[src/rtl/uart_pkg.sv]
// rtl/uart_pkg.sv - Shared UART encodings: parity types, receive FSM states, parity helper.
package uart_pkg;

  localparam logic [1:0] PAR_EVEN  = 2'b00;
  localparam logic [1:0] PAR_ODD   = 2'b01;
  localparam logic [1:0] PAR_MARK  = 2'b10;
  localparam logic [1:0] PAR_SPACE = 2'b11;

  typedef logic [2:0] uart_state_t;

  localparam uart_state_t S_IDLE   = 3'd0;
  localparam uart_state_t S_DATA   = 3'd1;
  localparam uart_state_t S_PARITY = 3'd2;
  localparam uart_state_t S_STOP1  = 3'd3;
  localparam uart_state_t S_STOP2  = 3'd4;
  localparam uart_state_t S_DONE   = 3'd5;

  // data_xor is the XOR of all received data bits
  function automatic logic expected_parity(input logic [1:0] typ, input logic data_xor);
    case (typ)
      PAR_EVEN: return data_xor;
      PAR_ODD:  return ~data_xor;
      PAR_MARK: return 1'b1;
      default:  return 1'b0;
    endcase
  endfunction

endpackage

[src/rtl/uart_sat_counter.sv]
// rtl/uart_sat_counter.sv - Saturating event counter with synchronous clear.
module uart_sat_counter #(
  parameter int WIDTH = 8
) (
  input  logic             clk,
  input  logic             resetn,
  input  logic             inc,
  input  logic             clr,
  output logic [WIDTH-1:0] count
);

  // clear has priority over a coincident increment
  always_ff @(posedge clk) begin
    if (!resetn || clr) begin
      count <= '0;
    end else if (inc && (count != {WIDTH{1'b1}})) begin
      count <= count + WIDTH'(1);
    end
  end

endmodule

[src/rtl/uart_frame_check.sv]
// rtl/uart_frame_check.sv - UART receive frame assembly with parity and stop-bit checking.
// Define UART_FRAME_CHECK_ERR_CNT_EN to add saturating error counters and clr_cnt.
module uart_frame_check
  import uart_pkg::*;
#(
  parameter int DATA_WIDTH = 8,
  parameter int CNT_WIDTH  = 8
) (
  input  logic                  CLK,
  input  logic                  RST,
  input  logic                  start_det,
  input  logic                  sample_strb,
  input  logic                  sampled_bit,
  input  logic                  PAR_EN,
  input  logic [1:0]            PAR_TYP,
  input  logic                  STOP2,
`ifdef UART_FRAME_CHECK_ERR_CNT_EN
  input  logic                  clr_cnt,
  output logic [CNT_WIDTH-1:0]  par_err_cnt,
  output logic [CNT_WIDTH-1:0]  stp_err_cnt,
`endif
  output logic [DATA_WIDTH-1:0] P_DATA,
  output logic                  data_valid,
  output logic                  par_err,
  output logic                  stp_err,
  output logic                  busy
);

  localparam int BCW = $clog2(DATA_WIDTH + 1);

  if (DATA_WIDTH < 5 || DATA_WIDTH > 9 || CNT_WIDTH < 1) begin : g_param_check
    $error("uart_frame_check: DATA_WIDTH must be 5..9 and CNT_WIDTH at least 1");
  end

  uart_state_t           state;
  logic [BCW-1:0]        bit_cnt;
  logic [DATA_WIDTH-1:0] shift_reg;
  logic                  run_par;
  logic                  par_flag;
  logic                  stp_flag;
  logic                  cfg_par_en;
  logic [1:0]            cfg_par_typ;
  logic                  cfg_stop2;

  always_ff @(posedge CLK) begin
    if (!RST) begin
      state       <= S_IDLE;
      bit_cnt     <= '0;
      shift_reg   <= '0;
      run_par     <= 1'b0;
      par_flag    <= 1'b0;
      stp_flag    <= 1'b0;
      cfg_par_en  <= 1'b0;
      cfg_par_typ <= 2'b00;
      cfg_stop2   <= 1'b0;
      P_DATA      <= '0;
      data_valid  <= 1'b0;
      par_err     <= 1'b0;
      stp_err     <= 1'b0;
      busy        <= 1'b0;
    end else begin
      data_valid <= 1'b0;
      case (state)
        S_IDLE: begin
          if (start_det) begin
            state       <= S_DATA;
            busy        <= 1'b1;
            cfg_par_en  <= PAR_EN;
            cfg_par_typ <= PAR_TYP;
            cfg_stop2   <= STOP2;
            bit_cnt     <= '0;
            shift_reg   <= '0;
            run_par     <= 1'b0;
            par_flag    <= 1'b0;
            stp_flag    <= 1'b0;
          end
        end
        S_DATA: begin
          if (sample_strb) begin
            // LSB arrives first, so shift in from the top
            shift_reg <= {sampled_bit, shift_reg[DATA_WIDTH-1:1]};
            run_par   <= run_par ^ sampled_bit;
            bit_cnt   <= bit_cnt + BCW'(1);
            if (bit_cnt == BCW'(DATA_WIDTH - 1)) begin
              state <= cfg_par_en ? S_PARITY : S_STOP1;
            end
          end
        end
        S_PARITY: begin
          if (sample_strb) begin
            par_flag <= (sampled_bit != expected_parity(cfg_par_typ, run_par));
            state    <= S_STOP1;
          end
        end
        S_STOP1: begin
          if (sample_strb) begin
            if (!sampled_bit) begin
              stp_flag <= 1'b1;
            end
            state <= cfg_stop2 ? S_STOP2 : S_DONE;
          end
        end
        S_STOP2: begin
          if (sample_strb) begin
            if (!sampled_bit) begin
              stp_flag <= 1'b1;
            end
            state <= S_DONE;
          end
        end
        S_DONE: begin
          P_DATA     <= shift_reg;
          par_err    <= par_flag & cfg_par_en;
          stp_err    <= stp_flag;
          data_valid <= 1'b1;
          busy       <= 1'b0;
          state      <= S_IDLE;
        end
        default: begin
          state <= S_IDLE;
          busy  <= 1'b0;
        end
      endcase
    end
  end

`ifdef UART_FRAME_CHECK_ERR_CNT_EN
  logic in_done;
  assign in_done = (state == S_DONE);

  uart_sat_counter #(.WIDTH(CNT_WIDTH)) u_par_cnt (
    .clk    (CLK),
    .resetn (RST),
    .inc    (in_done & par_flag & cfg_par_en),
    .clr    (clr_cnt),
    .count  (par_err_cnt)
  );

  uart_sat_counter #(.WIDTH(CNT_WIDTH)) u_stp_cnt (
    .clk    (CLK),
    .resetn (RST),
    .inc    (in_done & stp_flag),
    .clr    (clr_cnt),
    .count  (stp_err_cnt)
  );
`endif

endmodule
[config.mk]
export PLATFORM = sky130hd
export DESIGN_NAME = uart_frame_check
export DESIGN_NICKNAME = d
export VERILOG_FILES = /design/src/rtl/uart_pkg.sv /design/src/rtl/uart_sat_counter.sv /design/src/rtl/uart_frame_check.sv
export SDC_FILE = /design/constraint.sdc
export NUM_CORES = 1
export LEC_CHECK = 0
export CAP_MARGIN = 20
export CORE_UTILIZATION = 52
export DETAILED_ROUTE_END_ITERATION = 10
export PLACE_DENSITY = 0.77
export SLEW_MARGIN = 20
export SYNTH_ARGS = -nofsm -noshare
export SYNTH_HDL_FRONTEND = slang
export SYNTH_SLANG_ARGS = --single-unit
[constraint.sdc]
create_clock -name CLK -period 1.8 [get_ports CLK]
set_input_delay 0.54 -clock CLK [delete_from_list [all_inputs] [get_ports CLK]]
set_output_delay 0.54 -clock CLK [all_outputs]
set_load 0.005 [all_outputs]
==> out/qor.txt <==
first-pass GRT wire length: 5175 um
max cap viols: 0
share of cells above drive strength 1: 15.54%
gate count after technology mapping: 160
DRT antenna net count: 0
Yosys top cell area share: 46.58%
Routed WL: 3037 um
Netlist cell types: 40
Layout area overhead: 28.17%
initial antenna violation count: 0
GPL Wtd Cong: 0.8607
post-synthesis net count: 170
ys async rst share: 0%
CTS tree: done
via count: 1287
largest area contributor in the netlist: dfxtp_1
vias per cell: 5.771
total gr overflow: 0
Place WS: -0.1560 ns
# port buffers: 20
Initial DRT Pass Iterations: 4
total setup buffers inserted after CTS: 0
clock sinks: 34
Post-Synth Simple-Gate Area: 20.46%
Nets: 203
Rows: 18
top cells by count, synth: dfxtp_1 (34), nor2_1 (18), a21oi_1 (16), mux2i_1 (16), o21ai_0 (11)
crit path cell chain: clkdlybuf4s50_1
Die Y: 55.02 um
Die W: 55.02 um
YS warnings: 0
final hold violations: 0
most frequent cell after synthesis: dfxtp_1
DRC Markers: 0
Worst EP required: 1.26 ns
top cells by area, synth: dfxtp_1 (47%), mux2i_1 (11%), a21oi_1 (5.5%), nor2_1 (4.6%), nand4_1 (3.9%)
Initial DRC Count: 30
Max IR drop VDD: 0.0006832 V
Crit-path slowest cell: clkdlybuf4s50_1
root buf cell: clkbuf_4
Max Root-Sink Buffers: 2
Pwr Density: 788.3 mW/mm2
status: finished clean
H-tree depth: 2
f_max: 581.3 MHz
multiplexer share of the synthesized area: 10.96%
number of synthesized flops with an enable pin: 0
Slew Limit Headroom: 63.61%
Core Util, Final: 72.95%
post-DP HPWL: 2212 um
Worst-Margin Slew: 0.5439 ns
P_leak: 0.8023 nW
ys flop type: dfxtp_1
CP arrival: 1.18 ns
antenna cells: 0
Compound-Gate Fraction of Synth Area: 15.07%
clk_skew: 0.01066 ns
die area: 0.003027 mm2
clock-pin slew on the worst setup and hold paths: 0.10 ns
min cycle time layout: 1.720 ns
final worst slack: 0.07985 ns
Setup violations, final: 0
main combinational cell family by area after synthesis: simple AND/OR/NAND/NOR gates
Tcrit/Tclk final: 95.56%
Crit Path Category: register to primary output
Max Transition Viols Final: 0
Core Area: 0.002567 mm2
initial core utilization: 56.92%
Worst-Skew Late Latency: 0.34 ns
Startpoint Class: register
Syn Area/Cell: 9.134 um2
largest net degree at the start of global routing: 20
R2R setup slack: 0.24 ns
RSZ-0062 raised after global routing: no
WP buf/inv: 1
adder-cell area share of the yosys netlist: 0.8562%
CP max stage delay: 0.50 ns
crit-path max FO: 2
cell class contributing the biggest share of worst-path delay: buffers and inverters
xor/xnor share of the synthesized area: 1.199%
Final Power: 1.477 mW
io pins: 21
sequential cell area fraction in the yosys report: 46.58%
DR WL/cell: 13.62 um
vias in the first global route: 1185
Setup crit end kind: primary output
GRT Total Usage: 24.70%
Post-Syn Area: 0.001461 mm2
#FFs+latches synth: 34
CTS Buf Count: 5
worst min path class: register to register
## power by group
| part | switching (mW) | internal (mW) |
|---|---|---|
| clock | 0.248 | 0.323 |
| combinational | 0.0595 | 0.0690 |
| sequential | 0.0129 | 0.764 |
| total | 0.320 | 1.16 |
## path summary, 6_finish.rpt
check / startpoint / to / depth (start not counted)
worst max-delay path: P_DATA[1] / P_DATA[1] / 1
worst min-delay path: busy / busy / 2
worst min register to register: busy / busy / 2
worst max register to register: state[0] / run_par / 4
## cell type report
cell class,count,area [um2]
repair buffers,39,347.8
inverters,4,15.01
well taps,30,37.54
clock inverters,1,30.03
flip-flops and latches,34,681.9
clock buffers,6,51.30
fillers,195,694.4
multi-input cells,109,709.4
## cell families (layout without fill, tap and decap cells)
kind of cell / Yosys count / after routing
XOR/XNOR: 2 / 2
adder cells (fa/ha/maj): 1 / 1
multiplexers: 16 / 16
AND/OR/NAND/NOR: 53 / 53
AO/OA/AOI/OAI: 37 / 37
flip-flops: 34 / 34
buffers and inverters: 17 / 50
## repair_timing
action | CTS | global route
hold buffers | 0 | 0
setup endpoints to repair | 0 | 3
resized for setup | 0 | 3
## placed cells by master (no fill, tap or decap), drive strengths merged, types with 2 or more instances in the layout
master         Yosys  final
dfxtp             34     34
buf                5     19
nor2              18     18
clkdlybuf4s50      0     18
mux2i             16     16
a21oi             16     16
o21ai             11     11
nand4              9      9
clkbuf             8      6
inv                4      4
nand2b             4      4
or4                4      4
nand2              3      3
o31ai              3      3
and2               2      2
dlymetal6s2s       0      2
or2                2      2
## layer usage
metal	global-route usage (%)	routed length (um)	vias up
met5	0	0	-
met1	31.32	1399	602
met2	38.15	1400	34
met3	9.290	191	6
li1	-	-	645
met4	8.750	44	0
## per-stage QoR
stage	setup TNS (ns)	cells	hold WS, ns	area [um2]
after global routing	0	223	0.5059	1873
after global placement	-1.058	216	0.4461	1785
final	0	223	0.4856	1873
after CTS	0	223	0.4867	1867
after floorplan	0	160	0.4482	1461
after detailed placement	-1.524	216	0.4594	1785
Power figures use the tool's default switching activity.
